File: config.mk
export PLATFORM = sky130hd
export DESIGN_NAME = hex_display_scanner
export DESIGN_NICKNAME = d
export VERILOG_FILES = /design/src/rtl/hex_display_scanner.sv
export SDC_FILE = /design/constraint.sdc
export NUM_CORES = 1
export LEC_CHECK = 0
export ABC_AREA = 1
export CELL_PAD_IN_SITES_DETAIL_PLACEMENT = 0
export CELL_PAD_IN_SITES_GLOBAL_PLACEMENT = 1
export CORE_MARGIN = 2
export CORE_UTILIZATION = 42
export DETAILED_ROUTE_END_ITERATION = 12
export GPL_ROUTABILITY_DRIVEN = 1
export HOLD_SLACK_MARGIN = 0.15
export PLACE_DENSITY = 0.91
export SYNTH_ARGS = -nofsm -noshare
export SYNTH_HDL_FRONTEND = slang
export SYNTH_SLANG_ARGS = --single-unit
File: constraint.sdc
create_clock -name clk -period 2.5 [get_ports clk]
set_clock_uncertainty 0.15 [all_clocks]
set_input_delay 0.5 -clock clk [delete_from_list [all_inputs] [get_ports clk]]
set_output_delay 0.5 -clock clk [all_outputs]
set_load 0.05 [all_outputs]
File: src/rtl/hex_display_scanner.sv
// Time-multiplexed N-digit hex 7-segment scanner with frame-synchronous load.
// Optional build macro LEADING_ZERO_BLANK_EN suppresses segments of leading-zero digits.
module hex_display_scanner #(
  parameter int unsigned DIGITS         = 4,
  parameter int unsigned PRESCALE       = 50000,
  parameter bit          SEG_ACTIVE_LOW = 1'b0
) (
  input  logic                  clk,
  input  logic                  rst_n,
  input  logic                  load,
  input  logic [4*DIGITS-1:0]   value,
  input  logic [DIGITS-1:0]     dp_in,
  input  logic                  blank,
  output logic [7:0]            seg,
  output logic [DIGITS-1:0]     dig_en,
  output logic                  frame_tick
);

  localparam int unsigned       PW       = $clog2(PRESCALE + 1);
  localparam int unsigned       IW       = (DIGITS > 1) ? $clog2(DIGITS) : 1;
  localparam logic [PW-1:0]     PS_LAST  = PW'(PRESCALE - 1);
  localparam logic [IW-1:0]     IDX_LAST = IW'(DIGITS - 1);
  localparam logic [7:0]        SEG_OFF  = {8{SEG_ACTIVE_LOW}};
  localparam logic [DIGITS-1:0] DIG_OFF  = {DIGITS{SEG_ACTIVE_LOW}};

  logic [PW-1:0]       presc;
  logic [IW-1:0]       idx;
  logic [4*DIGITS-1:0] shadow_val;
  logic [DIGITS-1:0]   shadow_dp;
  logic [4*DIGITS-1:0] pend_val;
  logic [DIGITS-1:0]   pend_dp;
  logic                pending;
  logic                tick;
  logic                wrap;

  logic [3:0]          cur_nib;
  logic                cur_dp;
  logic [DIGITS-1:0]   cur_onehot;
  logic [7:0]          seg_next;
  logic [DIGITS-1:0]   dig_next;
`ifdef LEADING_ZERO_BLANK_EN
  logic                any_nz;
  logic [DIGITS-1:0]   show_mask;
`endif

  assign tick = (presc == PS_LAST);
  assign wrap = tick && (idx == IDX_LAST);

  function automatic logic [6:0] decode(input logic [3:0] n);
    case (n)
      4'h0: decode = 7'h7E;
      4'h1: decode = 7'h30;
      4'h2: decode = 7'h6D;
      4'h3: decode = 7'h79;
      4'h4: decode = 7'h33;
      4'h5: decode = 7'h5B;
      4'h6: decode = 7'h5F;
      4'h7: decode = 7'h70;
      4'h8: decode = 7'h7F;
      4'h9: decode = 7'h7B;
      4'hA: decode = 7'h77;
      4'hB: decode = 7'h1F;
      4'hC: decode = 7'h4E;
      4'hD: decode = 7'h3D;
      4'hE: decode = 7'h4F;
      default: decode = 7'h47;
    endcase
  endfunction

  always_comb begin
    cur_nib    = '0;
    cur_dp     = 1'b0;
    cur_onehot = '0;
    for (int unsigned i = 0; i < DIGITS; i++) begin
      cur_onehot[i] = (idx == IW'(i));
      if (idx == IW'(i)) begin
        cur_nib = shadow_val[4*i +: 4];
        cur_dp  = shadow_dp[i];
      end
    end
`ifdef LEADING_ZERO_BLANK_EN
    // Scan from the most significant digit down; a digit is lit once any nibble at or above it is nonzero.
    any_nz    = 1'b0;
    show_mask = '0;
    for (int unsigned i = 0; i < DIGITS; i++) begin
      any_nz = any_nz | (|shadow_val[4*(DIGITS-1-i) +: 4]);
      show_mask[DIGITS-1-i] = any_nz || (i == DIGITS - 1);
    end
    seg_next = {cur_dp, (|(show_mask & cur_onehot)) ? decode(cur_nib) : 7'h00};
`else
    seg_next = {cur_dp, decode(cur_nib)};
`endif
    dig_next = cur_onehot;
    if (blank) begin
      seg_next = '0;
      dig_next = '0;
    end
    seg_next = seg_next ^ SEG_OFF;
    dig_next = dig_next ^ DIG_OFF;
  end

  always_ff @(posedge clk or negedge rst_n) begin
    if (!rst_n) begin
      presc      <= '0;
      idx        <= '0;
      shadow_val <= '0;
      shadow_dp  <= '0;
      pend_val   <= '0;
      pend_dp    <= '0;
      pending    <= 1'b0;
      frame_tick <= 1'b0;
      seg        <= SEG_OFF;
      dig_en     <= DIG_OFF;
    end else begin
      presc      <= tick ? '0 : presc + 1'b1;
      if (tick) idx <= wrap ? '0 : idx + 1'b1;
      frame_tick <= wrap;
      // A load landing on the wrap edge goes straight to shadow and supersedes any pending data.
      if (wrap && load) begin
        shadow_val <= value;
        shadow_dp  <= dp_in;
        pending    <= 1'b0;
      end else if (wrap && pending) begin
        shadow_val <= pend_val;
        shadow_dp  <= pend_dp;
        pending    <= 1'b0;
      end else if (load) begin
        pend_val   <= value;
        pend_dp    <= dp_in;
        pending    <= 1'b1;
      end
      seg        <= seg_next;
      dig_en     <= dig_next;
    end
  end

endmodule

# Yosys cells after proc, flatten, opt, wreduce, memory -nomap -nowiden
# Memory sizes are Yosys's and may differ from the RTL's.
# Index checks and enable logic that the tools add are counted.
[op_classes]
n_addsub = 2
n_reduce_logical = 7
bitwise_logic = 2
n_mux = 19
n_eq_ne = 4
[ops]
columns = ["op", "count"]
rows = [
  ["$mux W16", 3],
  ["$mux W4", 7],
  ["$add A16 B1 Y16 const B", 1],
  ["$eq A16 B16 Y1 const B", 1],
  ["$mux W8", 1],
  ["$mux W1", 7],
  ["$eq A2 B2 Y1 const B", 2],
  ["$logic_and A1 B1 Y1", 3],
  ["$reduce_and A3 Y1", 1],
  ["$reduce_bool A3 Y1", 1],
  ["$add A2 B1 Y2 const B", 1],
  ["$eq A2 B1 Y1 const B", 1],
  ["$logic_not A2 Y1", 1],
  ["$mux W2", 1],
  ["$not A1 Y1", 2],
  ["$reduce_bool A2 Y1", 1],
]
[totals]
mem_bits_ro = 112
n_memories = 1
out_inout_bits = 13
register_bits = 72
elab_cells = 45
input_bits = 24
[mem_list]
columns = ["memory", "depth", "word_bits", "rd", "rd_ports_with_merged_regs", "wr", "line", "rtl"]
rows = [
  ["(no name shown)", 16, 7, 1, 0, 0, "50", "case (n)"],
]

# Depth between registers and ports, before layout
# An unclocked memory read counts as a cell.
[logic_depth]
depth_word = 7
ltp_mapped = 16

# Worst setup path after synthesis
# No wires, ideal clock.
[synth_timing]
path_type = "flip-flop to flip-flop"
from = "register idx[0]"
to = "register seg[3]"
required_ps = 2237
setup_slack_ps = 356
arrival_time_ps = 1881
setup_ps = 113
path_buffers = 1
stages_incl_launch_ff = 16
cell_sequence = "dfrtp_1 -> ha_1 -> clkbuf_2 -> inv_1 -> nand3_1 -> nand2_1 -> nand2_1 -> nand2_1 -> inv_1 -> ha_1 -> inv_1 -> nand3_1 -> nand2_1 -> nand2_1 -> nand2_1 -> nor2_1"
[synth_via]
elab_chain_cells = 7
[synth_lines]
columns = ["item", "line", "rtl"]
rows = [
  ["start, declared", "27", "logic [IW-1:0] idx;"],
  ["start signal, assigned", "116", "if (tick) idx <= wrap ? '0 : idx + 1'b1;"],
  ["$logic_not A2 Y1", "76", "if (idx == IW'(i)) begin"],
  ["$mux W4 (3 in a row)", "76", ""],
  ["$mux W4 (*)", "76", ""],
  ["$mem_v2 Z16 W7 (*)", "--", ""],
  ["$mux W8 (*)", "94", "if (blank) begin"],
  ["net seg_next[3]", "39", "logic [7:0] seg_next;"],
  ["end signal, assigned", "132", "seg <= seg_next;"],
  ["end, declared", "14", "output logic [7:0] seg,"],
]
# The timed path passes the listed nets; every way through them passes the cells marked *.
# A chain may end at the register's enable or synchronous reset.

# Worst setup path after layout
# Same ends and word-level chain as after synthesis.

==> qor.tcl <==
set qor(internal_power_uw) 1900
set qor(ys_top_cells_by_area) {dfrtp_1, nand2_1, nor2_1}
set qor(insertedDiodeCount) 0
set qor(synth_most_common_cell) {nand2_1}
set qor(worstHoldPathCells) 2
set qor(grt_max_degree) 56
set qor(most_frequent_cell_on_the_critical_path) {nand2_1}
set qor(netlist_top_cells_count) {nand2_1, nor2_1, dfrtp_1, inv_1, nand3_1}
set qor(growth_of_design_area_from_synthesis_to_finish_pct) 19.5
set qor(combinational_share_of_power) 0.076
set qor(critical_path.endpoint_type) {register}
set qor(grt_first_pass_wirelength_mm) 14.0
set qor(totalNegativeSetupSlack_ps) 0
set qor(critical_path_depth) 15
set qor(rr_worst_depth) 15
set qor(post_route_fraction_of_the_period_consumed_by_the_critical_path) 0.900
set qor(grt_pass1_vias) 3146
set qor(cts-buffers-inserted) 9
set qor(synthArstFlopShare) 1.00
set qor(synth-main-ff-cell) {dfrtp_1}
set qor(worstPathCellList) {inv_1 -> ha_2 -> inv_2 -> nor2_1 -> nor2_1 -> nand2_1 -> nand2_1 -> inv_1 -> ha_1 -> inv_1 -> nand3_1 -> nand2_1 -> nand2_1 -> nand2_1 -> nor2_1}
set qor(via_count) 3176
set qor(iteration_0_drc_markers) 164
set qor(synth-warning-count) 0
set qor(yosys.area.top_type_share) 0.476
set qor(fin_crit_ps) 2250
set qor(place_congestion) 0.854
set qor(min-delay-path-class) {register to register}
set qor(hold-worst-slack_ps) 325
set qor(seq_power_share) 0.494
set qor(critPathTopFamily) {simple AND/OR/NAND/NOR gates}
set qor(fill_cells) 868
set qor(setup_viol) 0
set qor(cts_root_buffer_type) {clkbuf_8}
set qor(tritoncts) {built}
set qor(die-width_um) 99.0
set qor(gr-total-overflow) 0
set qor(cp_slowest_cell) {dfrtp_1}
set qor(maxCapViolations) 0
set qor(critical_path.max_stage_delay_ps) 410
set qor(timing.critical_path.from_type) {register}
set qor(max_freq_ghz) 0.445
set qor(postSynthNetCount) 553
set qor(power.net_switching_uw) 560
set qor(clkSinkCount) 72
set qor(die_area_um2) 9800
set qor(max-clock-path-buffers) 2
set qor(timing_hold_violations_final) 0
set qor(p_sw_frac) 0.228
set qor(start_util) 0.434
set qor(netlist_instances) 518
set qor(timing.final.max_slew_violations) 0
set qor(rsz_0062_raised_after_global_routing) {false}
set qor(critical_path.max_fanout) 7
set qor(critical_path_arrival_ps) 2310
set qor(final_hpwl_from_detailed_placement_mm) 5.65
set qor(route.detailed.vias_per_inst) 4.73
set qor(synth.lib_cells_used.distinct) 30
set qor(leakagePower_uw) 0.00252
set qor(clock_insertion_delay_worst_skew_ps) 340
set qor(design.final.nets) 593
set qor(synth_edf_count) 0
set qor(totalWireLength_mm) 7.95
set qor(synth_area_um2) 3790
set qor(slew_headroom) 0.610
set qor(placement_rows) 34
set qor(first_pass_iters) 4
set qor(core-area_um2) 8720
set qor(grt_antenna_before_repair) 0
set qor(worst_setup_hold_path_clk_slew_ps) 80
set qor(post_synth.cell_area_avg_um2) 7.31
set qor(finalWorstSetupSlack_ps) 251
set qor(drive_gt1_frac) 0.0728
set qor(io_buffers) 36
set qor(antenna_violating_nets_post_route) 0
set qor(max-vdd-ir-drop_uv) 364
set qor(cp.buffers_inverters) 4
set qor(design.portCount) 37
set qor(post-place-ws_ps) 167
set qor(power_per_cell_area_nw_per_um2) 542
set qor(worst-setup-path-type) {register to register}
set qor(post-route-drc-count) 0
set qor(routed_wire_length_per_instance_um) 11.8
set qor(grt_use_total) 0.175
set qor(outcome) {finished clean}
set qor(sum_of_internal_switching_and_leakage_power_uw) 2460
set qor(timing.critical_path.required_ps) 2560
set qor(cell_type_contributing_the_most_total_cell_area_after_synthesis) {dfrtp_1}
set qor(die_height_um) 99.0
set qor(timing_worst_slew_pin_value_ps) 585
set qor(flop_and_latch_count_out_of_synthesis) 72
set qor(pwr-share-clk) 0.429
set qor(synth-seq-area-share) 0.476
set qor(h-tree-depth) 3
## cell usage in the layout, fill, tap and decap left out, types with 2 or more instances in the layout
master             n
a21oi_1            8
buf_12             2
buf_4              7
bufinv_16          2
clkbuf_8          11
clkdlybuf4s50_1   35
dfrtp_1           72
ha_1               8
ha_2               3
inv_1             55
inv_2              4
nand2_1          180
nand2_2            2
nand3_1           40
nand4_1            4
nor2_1            83
nor3_1             6
o21ai_0           12
or2_2              5
xor2_1             9
## stage by stage
stage,instance area (µm²),instances,util
global route,4530,671,0.519
CTS,4510,669,0.517
floorplan,3790,518,-
finish,4530,671,0.519
detailed placement,4260,652,0.489
global placement,4260,652,0.489
## final timing paths
| kind | from | slack, ps | to |
|---|---|---|---|
| setup reg to reg | idx[0] | 250 | seg[3] |
| hold / removal | pend_dp[1] | 320 | pend_dp[1] |
| min in group asynchronous | rst_n | 480 | pend_dp[2] |
| hold reg to reg | pend_dp[1] | 320 | pend_dp[1] |
| setup / recovery | idx[0] | 250 | seg[3] |
| max in group asynchronous | rst_n | 1080 | presc[1] |
## registers in the layout, summed over array words and instances (netlist names)
signal / cells
frame_tick: 1
idx: 2
presc: 16
dig_en: 4
pending: 1
shadow_val: 16
pend_val: 16
shadow_dp: 4
pend_dp: 4
seg: 8
## metal layers
metal | part of all wire | vias up | wire length (µm) | GRT usage
met4 | 0.014 | 0 | 111 | 0.0632
li1 | - | 1664 | - | -
met3 | 0.038 | 11 | 302 | 0.0326
met5 | 0 | - | 0 | 0
met1 | 0.49 | 1446 | 3900 | 0.237
met2 | 0.46 | 55 | 3640 | 0.281
## area by class of cell
cell class | instances | area, µm² | share of cell area
Sequential cell | 72 | 1800 | 0.398
Clock buffer | 12 | 155 | 0.0343
Clock inverter | 4 | 76.3 | 0.0169
Timing Repair Buffer | 46 | 458 | 0.101
Tap cell | 108 | 135 | 0.0298
Inverter | 60 | 225 | 0.0497
Multi-Input combinational cell | 369 | 1680 | 0.370
## power groups by stage
stage                     Sequential, µW  Combinational (µW)  Clock, µW
after floorplan                     1250                75.3          0
after global placement              1240                 187          0
after detailed placement            1240                 190          0
after CTS                           1210                 192       1080
after global routing                1220                 213       1120
final                               1210                 187       1050
## worst min-delay path, stage by stage (launching register included)
cell and delay [ps]:
dfrtp_1 350, nand2_1 50, nand2_1 50
## repair_timing
item,in CTS,in global routing
endpoints found under the setup margin,0,5
hold buffers,1,0
setup buffers,0,2
hold endpoints to repair,17,0
gates resized for setup,0,4
## cells by family after synthesis
| logic type | count (synthesis) | synth area share |
|---|---|---|
| AND/OR/NAND/NOR | 325 | 0.350 |
| buffers and inverters | 77 | 0.0839 |
| flip-flops | 72 | 0.476 |
| AO/OA/AOI/OAI | 24 | 0.0337 |
| adder cells (fa/ha/maj) | 11 | 0.0363 |
| XOR/XNOR | 9 | 0.0208 |
(Power assumes the default switching activity.)
